**src/rtl/fios_modexp_sequencer.sv**
```systemverilog
// Montgomery modular exponentiation sequencer for the FIOS multiplier.
// The exponent is scanned left to right with square-and-multiply. The base is
// first converted into the Montgomery domain (x R^2 mod N), and the result is
// converted back out at the end (x 1).
// This block issues one start pulse per multiplication, drives the operand
// selects, and strobes each result into the base register or the accumulator.
// The operand storage and the multiplier itself live outside this block.
module fios_modexp_sequencer #(
    parameter int unsigned EXP_WIDTH = 32
) (
    input  logic                 clock_i,
    input  logic                 reset_i,
    input  logic                 start_i,
    input  logic [EXP_WIDTH-1:0] exp_i,
    input  logic                 mm_done_i,
    output logic                 mm_start_o,
    output logic [1:0]           mm_a_sel_o,
    output logic [1:0]           mm_b_sel_o,
    output logic                 base_wr_en_o,
    output logic                 acc_wr_en_o,
    output logic                 acc_load_o,
    output logic                 busy_o,
    output logic                 done_o,
    output logic                 exp_zero_o
);

    localparam int unsigned CNT_W = (EXP_WIDTH > 1) ? $clog2(EXP_WIDTH) : 1;

    // Operand A sources
    localparam logic [1:0] A_ACC  = 2'd0;
    localparam logic [1:0] A_BASE = 2'd1;
    localparam logic [1:0] A_RAW  = 2'd2;

    // Operand B sources
    localparam logic [1:0] B_ACC  = 2'd0;
    localparam logic [1:0] B_BASE = 2'd1;
    localparam logic [1:0] B_R2   = 2'd2;
    localparam logic [1:0] B_ONE  = 2'd3;

    typedef enum logic [3:0] {
        S_IDLE,
        S_SCAN,
        S_CI_ISSUE,
        S_CI_WAIT,
        S_LOAD,
        S_SQ_ISSUE,
        S_SQ_WAIT,
        S_MUL_ISSUE,
        S_MUL_WAIT,
        S_NEXT,
        S_OUT_ISSUE,
        S_OUT_WAIT,
        S_DONE
    } state_t;

    state_t               state;
    logic [EXP_WIDTH-1:0] e;
    logic [CNT_W-1:0]     cnt;
    logic                 e_msb;
    logic [EXP_WIDTH-1:0] e_shl;
    logic                 acc_wait;

    assign e_msb    = e[EXP_WIDTH-1];
    assign e_shl    = {e[EXP_WIDTH-2:0], 1'b0};
    assign acc_wait = (state == S_SQ_WAIT) || (state == S_MUL_WAIT) ||
                      (state == S_OUT_WAIT);

    // Result strobes follow mm_done_i in the same cycle. Reset masks them so
    // an aborted operation cannot write a register.
    assign base_wr_en_o = !reset_i && mm_done_i && (state == S_CI_WAIT);
    assign acc_wr_en_o  = !reset_i && mm_done_i && acc_wait;

    // Sequencer: the state, the exponent and counter, and the registered outputs
    always_ff @(posedge clock_i) begin
        if (reset_i) begin
            state      <= S_IDLE;
            e          <= '0;
            cnt        <= '0;
            mm_start_o <= 1'b0;
            mm_a_sel_o <= '0;
            mm_b_sel_o <= '0;
            acc_load_o <= 1'b0;
            busy_o     <= 1'b0;
            done_o     <= 1'b0;
            exp_zero_o <= 1'b0;
        end else begin
            mm_start_o <= 1'b0;
            acc_load_o <= 1'b0;
            done_o     <= 1'b0;

            case (state)
                S_IDLE: begin
                    if (start_i) begin
                        e      <= exp_i;
                        cnt    <= CNT_W'(EXP_WIDTH - 1);
                        busy_o <= 1'b1;
                        if (exp_i == '0) begin
                            state      <= S_DONE;
                            done_o     <= 1'b1;
                            exp_zero_o <= 1'b1;
                        end else begin
                            state      <= S_SCAN;
                            exp_zero_o <= 1'b0;
                        end
                    end
                end

                // Skip leading zeros. On the leading one, cnt holds the number of bits below it.
                S_SCAN: begin
                    e <= e_shl;
                    if (!e_msb) begin
                        cnt <= cnt - CNT_W'(1);
                    end else begin
                        state      <= S_CI_ISSUE;
                        mm_start_o <= 1'b1;
                        mm_a_sel_o <= A_RAW;
                        mm_b_sel_o <= B_R2;
                    end
                end

                S_CI_ISSUE: state <= S_CI_WAIT;

                S_CI_WAIT: begin
                    if (mm_done_i) begin
                        state      <= S_LOAD;
                        acc_load_o <= 1'b1;
                        mm_a_sel_o <= '0;
                        mm_b_sel_o <= '0;
                    end
                end

                // Accumulator now holds the Montgomery-domain base.
                S_LOAD: begin
                    mm_start_o <= 1'b1;
                    mm_a_sel_o <= A_ACC;
                    if (cnt == '0) begin
                        state      <= S_OUT_ISSUE;
                        mm_b_sel_o <= B_ONE;
                    end else begin
                        state      <= S_SQ_ISSUE;
                        mm_b_sel_o <= B_ACC;
                    end
                end

                S_SQ_ISSUE: state <= S_SQ_WAIT;

                S_SQ_WAIT: begin
                    if (mm_done_i) begin
                        if (e_msb) begin
                            state      <= S_MUL_ISSUE;
                            mm_start_o <= 1'b1;
                            mm_a_sel_o <= A_ACC;
                            mm_b_sel_o <= B_BASE;
                        end else begin
                            state      <= S_NEXT;
                            mm_a_sel_o <= '0;
                            mm_b_sel_o <= '0;
                        end
                    end
                end

                S_MUL_ISSUE: state <= S_MUL_WAIT;

                S_MUL_WAIT: begin
                    if (mm_done_i) begin
                        state      <= S_NEXT;
                        mm_a_sel_o <= '0;
                        mm_b_sel_o <= '0;
                    end
                end

                // Retire one exponent bit. When cnt was 1, that was the last bit.
                S_NEXT: begin
                    e          <= e_shl;
                    cnt        <= cnt - CNT_W'(1);
                    mm_start_o <= 1'b1;
                    mm_a_sel_o <= A_ACC;
                    if (cnt == CNT_W'(1)) begin
                        state      <= S_OUT_ISSUE;
                        mm_b_sel_o <= B_ONE;
                    end else begin
                        state      <= S_SQ_ISSUE;
                        mm_b_sel_o <= B_ACC;
                    end
                end

                S_OUT_ISSUE: state <= S_OUT_WAIT;

                S_OUT_WAIT: begin
                    if (mm_done_i) begin
                        state      <= S_DONE;
                        done_o     <= 1'b1;
                        mm_a_sel_o <= '0;
                        mm_b_sel_o <= '0;
                    end
                end

                S_DONE: begin
                    state  <= S_IDLE;
                    busy_o <= 1'b0;
                end

                default: begin
                    state      <= S_IDLE;
                    busy_o     <= 1'b0;
                    mm_a_sel_o <= '0;
                    mm_b_sel_o <= '0;
                end
            endcase
        end
    end

endmodule
```
**config.mk**
```make
export PLATFORM = sky130hd
export DESIGN_NAME = fios_modexp_sequencer
export DESIGN_NICKNAME = d
export VERILOG_FILES = /design/src/rtl/fios_modexp_sequencer.sv
export SDC_FILE = /design/constraint.sdc
export NUM_CORES = 1
export LEC_CHECK = 0
export BUFFER_PORTS_ARGS = -buffer_cell sky130_fd_sc_hd__buf_2
export CAP_MARGIN = 40
export CORE_MARGIN = 10
export CORE_UTILIZATION = 55
export DETAILED_ROUTE_END_ITERATION = 10
export GPL_ROUTABILITY_DRIVEN = 0
export PLACE_DENSITY = 0.79
export SYNTH_ARGS = -nofsm -noshare
export SYNTH_HDL_FRONTEND = slang
export SYNTH_SLANG_ARGS = --single-unit
```
**constraint.sdc**
```tcl
create_clock -name clock_i -period 4.6 [get_ports clock_i]
set_clock_uncertainty 0.15 [all_clocks]
set_input_delay 0.46 -clock clock_i [delete_from_list [all_inputs] [get_ports clock_i]]
set_output_delay 0.46 -clock clock_i [all_outputs]
set_load 0.05 [all_outputs]
```
==> run summary <==
The tools report the number of buffers on the longest clock path as 2. The largest area contributor in the netlist is dfxtp_1. The number of buffer cells added on primary ports is 45, and the worst voltage drop across the vdd grid is 0.000326 V. The repair_antennas step left the layout with diodes totalling 0. The placeable core region is 0.00435 sq mm.

The run gives 2.08 ns as the arrival time of the worst setup path. For this run, design rule violations remaining after detail routing come to 0. The async set-or-reset flop fraction in the synthesized netlist was 0%; the number of nets with antenna violations after routing was 0. The commonest cells after synthesis are a21oi_1, dfxtp_1, nand2_1. The run gives 0.30 ns as the clock latency of the later-clocked register in the worst-skew pair.

STA classifies the critical path startpoint as a flop. In this run, synthesis inferred 0 flip-flops with an integrated enable. Using the TritonRoute via totals, the vias-per-cell ratio works out to 6.03. The setup violation total in the final timing report came out at 0. STA classifies the critical path endpoint as an output pin. At the worst endpoint, the required time is 3.99 ns. Across all hold checks on the routed design, the worst slack comes to 0.255 ns.

After synthesis the netlist holds a flip-flop and latch count of 49. The flow ran to the end, and the final reports show no timing, DRC or antenna violations. The tools report the number of warnings reported in the yosys synthesis log as 0.

Layout overhead on the synthesized area: 13.7%. The number of DRC markers after the initial detailed-route iteration came out at 239. The floorplan has 24 rows. The clock tree root buffer cell is clkbuf_8. Final core area utilization: 64.5%. By area the synthesized netlist is led by dfxtp_1, a21oi_1, a22oi_1. The worst setup path is of the reg2out kind.

In this run the worst path has a maximum fanout of 15. The netlist uses 50 different library cells. Max-capacitance violation count: 0.

Detailed placement ended at an HPWL of 4.26 mm. Synthesis handed over a netlist of 308 instances. After clock tree synthesis, the clock-pin slew on the worst setup and hold paths is 0.09 ns.

The power density normalized to cell area was 587 mW/mm^2; the die footprint was 0.00758 sq mm. The transition time at the pin with the least slew margin works out to 0.678 ns. The tools report the register area share after synthesis as 39.7%. TritonCTS built the clock tree. The logs give 347 for the synthesized net count and 47 for the total I/O pin count.

The post-route setup TNS is 0 ns, and the fmax is 0.371 GHz. The routed design could run at a clock period as short as 2.69 ns. Global routing finished with a remaining overflow of 0. The area share of the leading cell type in the synthesized netlist was 39.7%; the global-route wire length before repair was 10.2 mm. The final non-filler cell total is 392. The most common cell in the netlist is a21oi_1. Initial cell density of the core: 56.8%.

Setup repair after global routing left no endpoint under its margin. The final hold violation count is 0, and the worst setup slack after placement is 2.30 ns. The finished cells cover 0.00281 sq mm. The detailed router placed 2,365 vias in this run. The number of placed instances, taps included came out at 384.

The run gives 39 as the largest net degree at the start of global routing. The average cell area after synthesis was 8.03 sq um. The launch instance of the worst min-delay path is exp_i[0]. In this run the post-CTS setup repair buffer count came out at 0. The pre-antenna-repair detailed-routing pass consisted of 5 iterations. The worst register-to-register path begins at state[1].

Measured in cells, the most critical reg-to-reg path has a length of 7. The floorplan step set the die height to 87.0 microns. In this run the critical register-to-register path is captured at e[28]. The TritonCTS buffer count is 5. Summing every instance area after synthesis gives 0.00247 sq mm. The post-layout worst setup margin was 1.91 ns; the routed length per instance was 15.4 microns.

After clock tree synthesis, the repair step resized 0 gates. All-layer global routing usage: 16.1%. For this run, the leading register cell type out of synthesis is dfxtp_1. The total power consumption of the routed design was 1.65 mW; the via count of the first global-routing pass was 2,306. Worst reg-to-reg setup slack: 2.25 ns. The fraction of final layout cells sized beyond drive strength 1 works out to 19.7%.

Worst hold-check path type: in2reg. For the initial antenna violation count, the log shows 0. The worst hold path terminates at e[0].

The worst hold path passes through 3 cells. Summed over all layers, the routed wires come to 6.04 mm. The leakage dissipation is 1.05 nW, and the final worst-path cycle share is 58.5%.

The tools report the maximum level of the CTS H-tree as 2. The tree built by TritonCTS fans out to 49 sinks. The total count of max-transition violations in the final report came out at 0. The quantity of hold-fixing buffers added after cts was 0; the headroom to the max-slew limit was 54.7%. The placed instances occupy a cell area of 0.00269 sq mm. In this run the horizontal extent of the chip is 87.0 microns. The layout net count is 378.
==> power by group <==
part | switching [mW] | total, mW | leakage [nW] | internal [mW]
Combinational | 0.432 | 0.695 | 0.586 | 0.263
Clock | 0.141 | 0.318 | 0.0574 | 0.177
Sequential | 0.108 | 0.636 | 0.402 | 0.528
==> critical path, cell delays in order (launching register included) <==
cell	delay (ns)
dfxtp_1	0.68
nor2b_1	0.41
a22oi_1	0.15
o22a_1	0.21
nor2_1	0.07
buf_2	0.26
==> registers in the layout (all words and copies together), names as in the netlist <==
name        count
mm_start_o      1
acc_load_o      1
e              32
mm_a_sel_o      1
busy_o          1
state           4
done_o          1
mm_b_sel_o      2
cnt             5
exp_zero_o      1
==> routing by layer <==
metal / GRT usage, % / wire [microns] / vias to the layer above
met3: 5.06 / 437 / 12
met2: 25.4 / 2850 / 73
met4: 6.48 / 118 / 0
li1: - / - / 1179
met1: 19.7 / 2640 / 1101
met5: 0 / 0 / -
==> worst max-delay path by stage <==
stage             start      endpoint  slack [ns]  cells after the start
2_1_floorplan  state[0]  base_wr_en_o        2.11                      4
3_3_place_gp   state[1]          e[3]        2.02                      6
3_5_place_dp   state[2]   acc_wr_en_o        2.30                      5
4_1_cts        state[2]   acc_wr_en_o        1.94                      5
5_1_grt        state[2]   acc_wr_en_o        1.74                      5
6_report       state[2]   acc_wr_en_o        1.91                      5
==> cell type report <==
| class | instances | area [sq um] |
|---|---|---|
| clock buffer | 6 | 82.6 |
| timing repair buffer | 49 | 275 |
| tap | 52 | 65.1 |
| fill | 407 | 1540 |
| multi-input combinational | 229 | 1350 |
| inverter | 5 | 18.8 |
| sequential | 49 | 981 |
| clock inverter | 2 | 37.5 |
==> kinds of logic (layout without fill, tap and decap cells) <==
family	count (synthesis)	count (layout)	synth area share, %
AOI/OAI and AO/OA	112	112	29.4
other	1	1	0.152
adders and majority gates	3	3	1.52
DFF	49	49	39.7
buffers and inverters	30	62	5.92
xor gates and xnor gates	2	2	0.709
and+or+nand+nor	111	111	22.7
==> placed cells by master (no fill, tap or decap), types with 3 or more instances in the layout <==
| cell type | instances |
|---|---|
| a22oi_1 | 33 |
| inv_1 | 5 |
| o21ai_1 | 3 |
| nand2_1 | 49 |
| nor2b_1 | 6 |
| a21oi_1 | 50 |
| nand2b_1 | 4 |
| nand3b_1 | 3 |
| nor3_1 | 5 |
| o21ai_0 | 5 |
| ha_1 | 3 |
| a211oi_1 | 3 |
| nor2_1 | 13 |
| clkbuf_8 | 6 |
| buf_2 | 45 |
| nand3_1 | 3 |
| nor2_2 | 3 |
| dfxtp_1 | 49 |
| nor4_1 | 11 |
No activity file was read; power rests on OpenSTA's default activity.
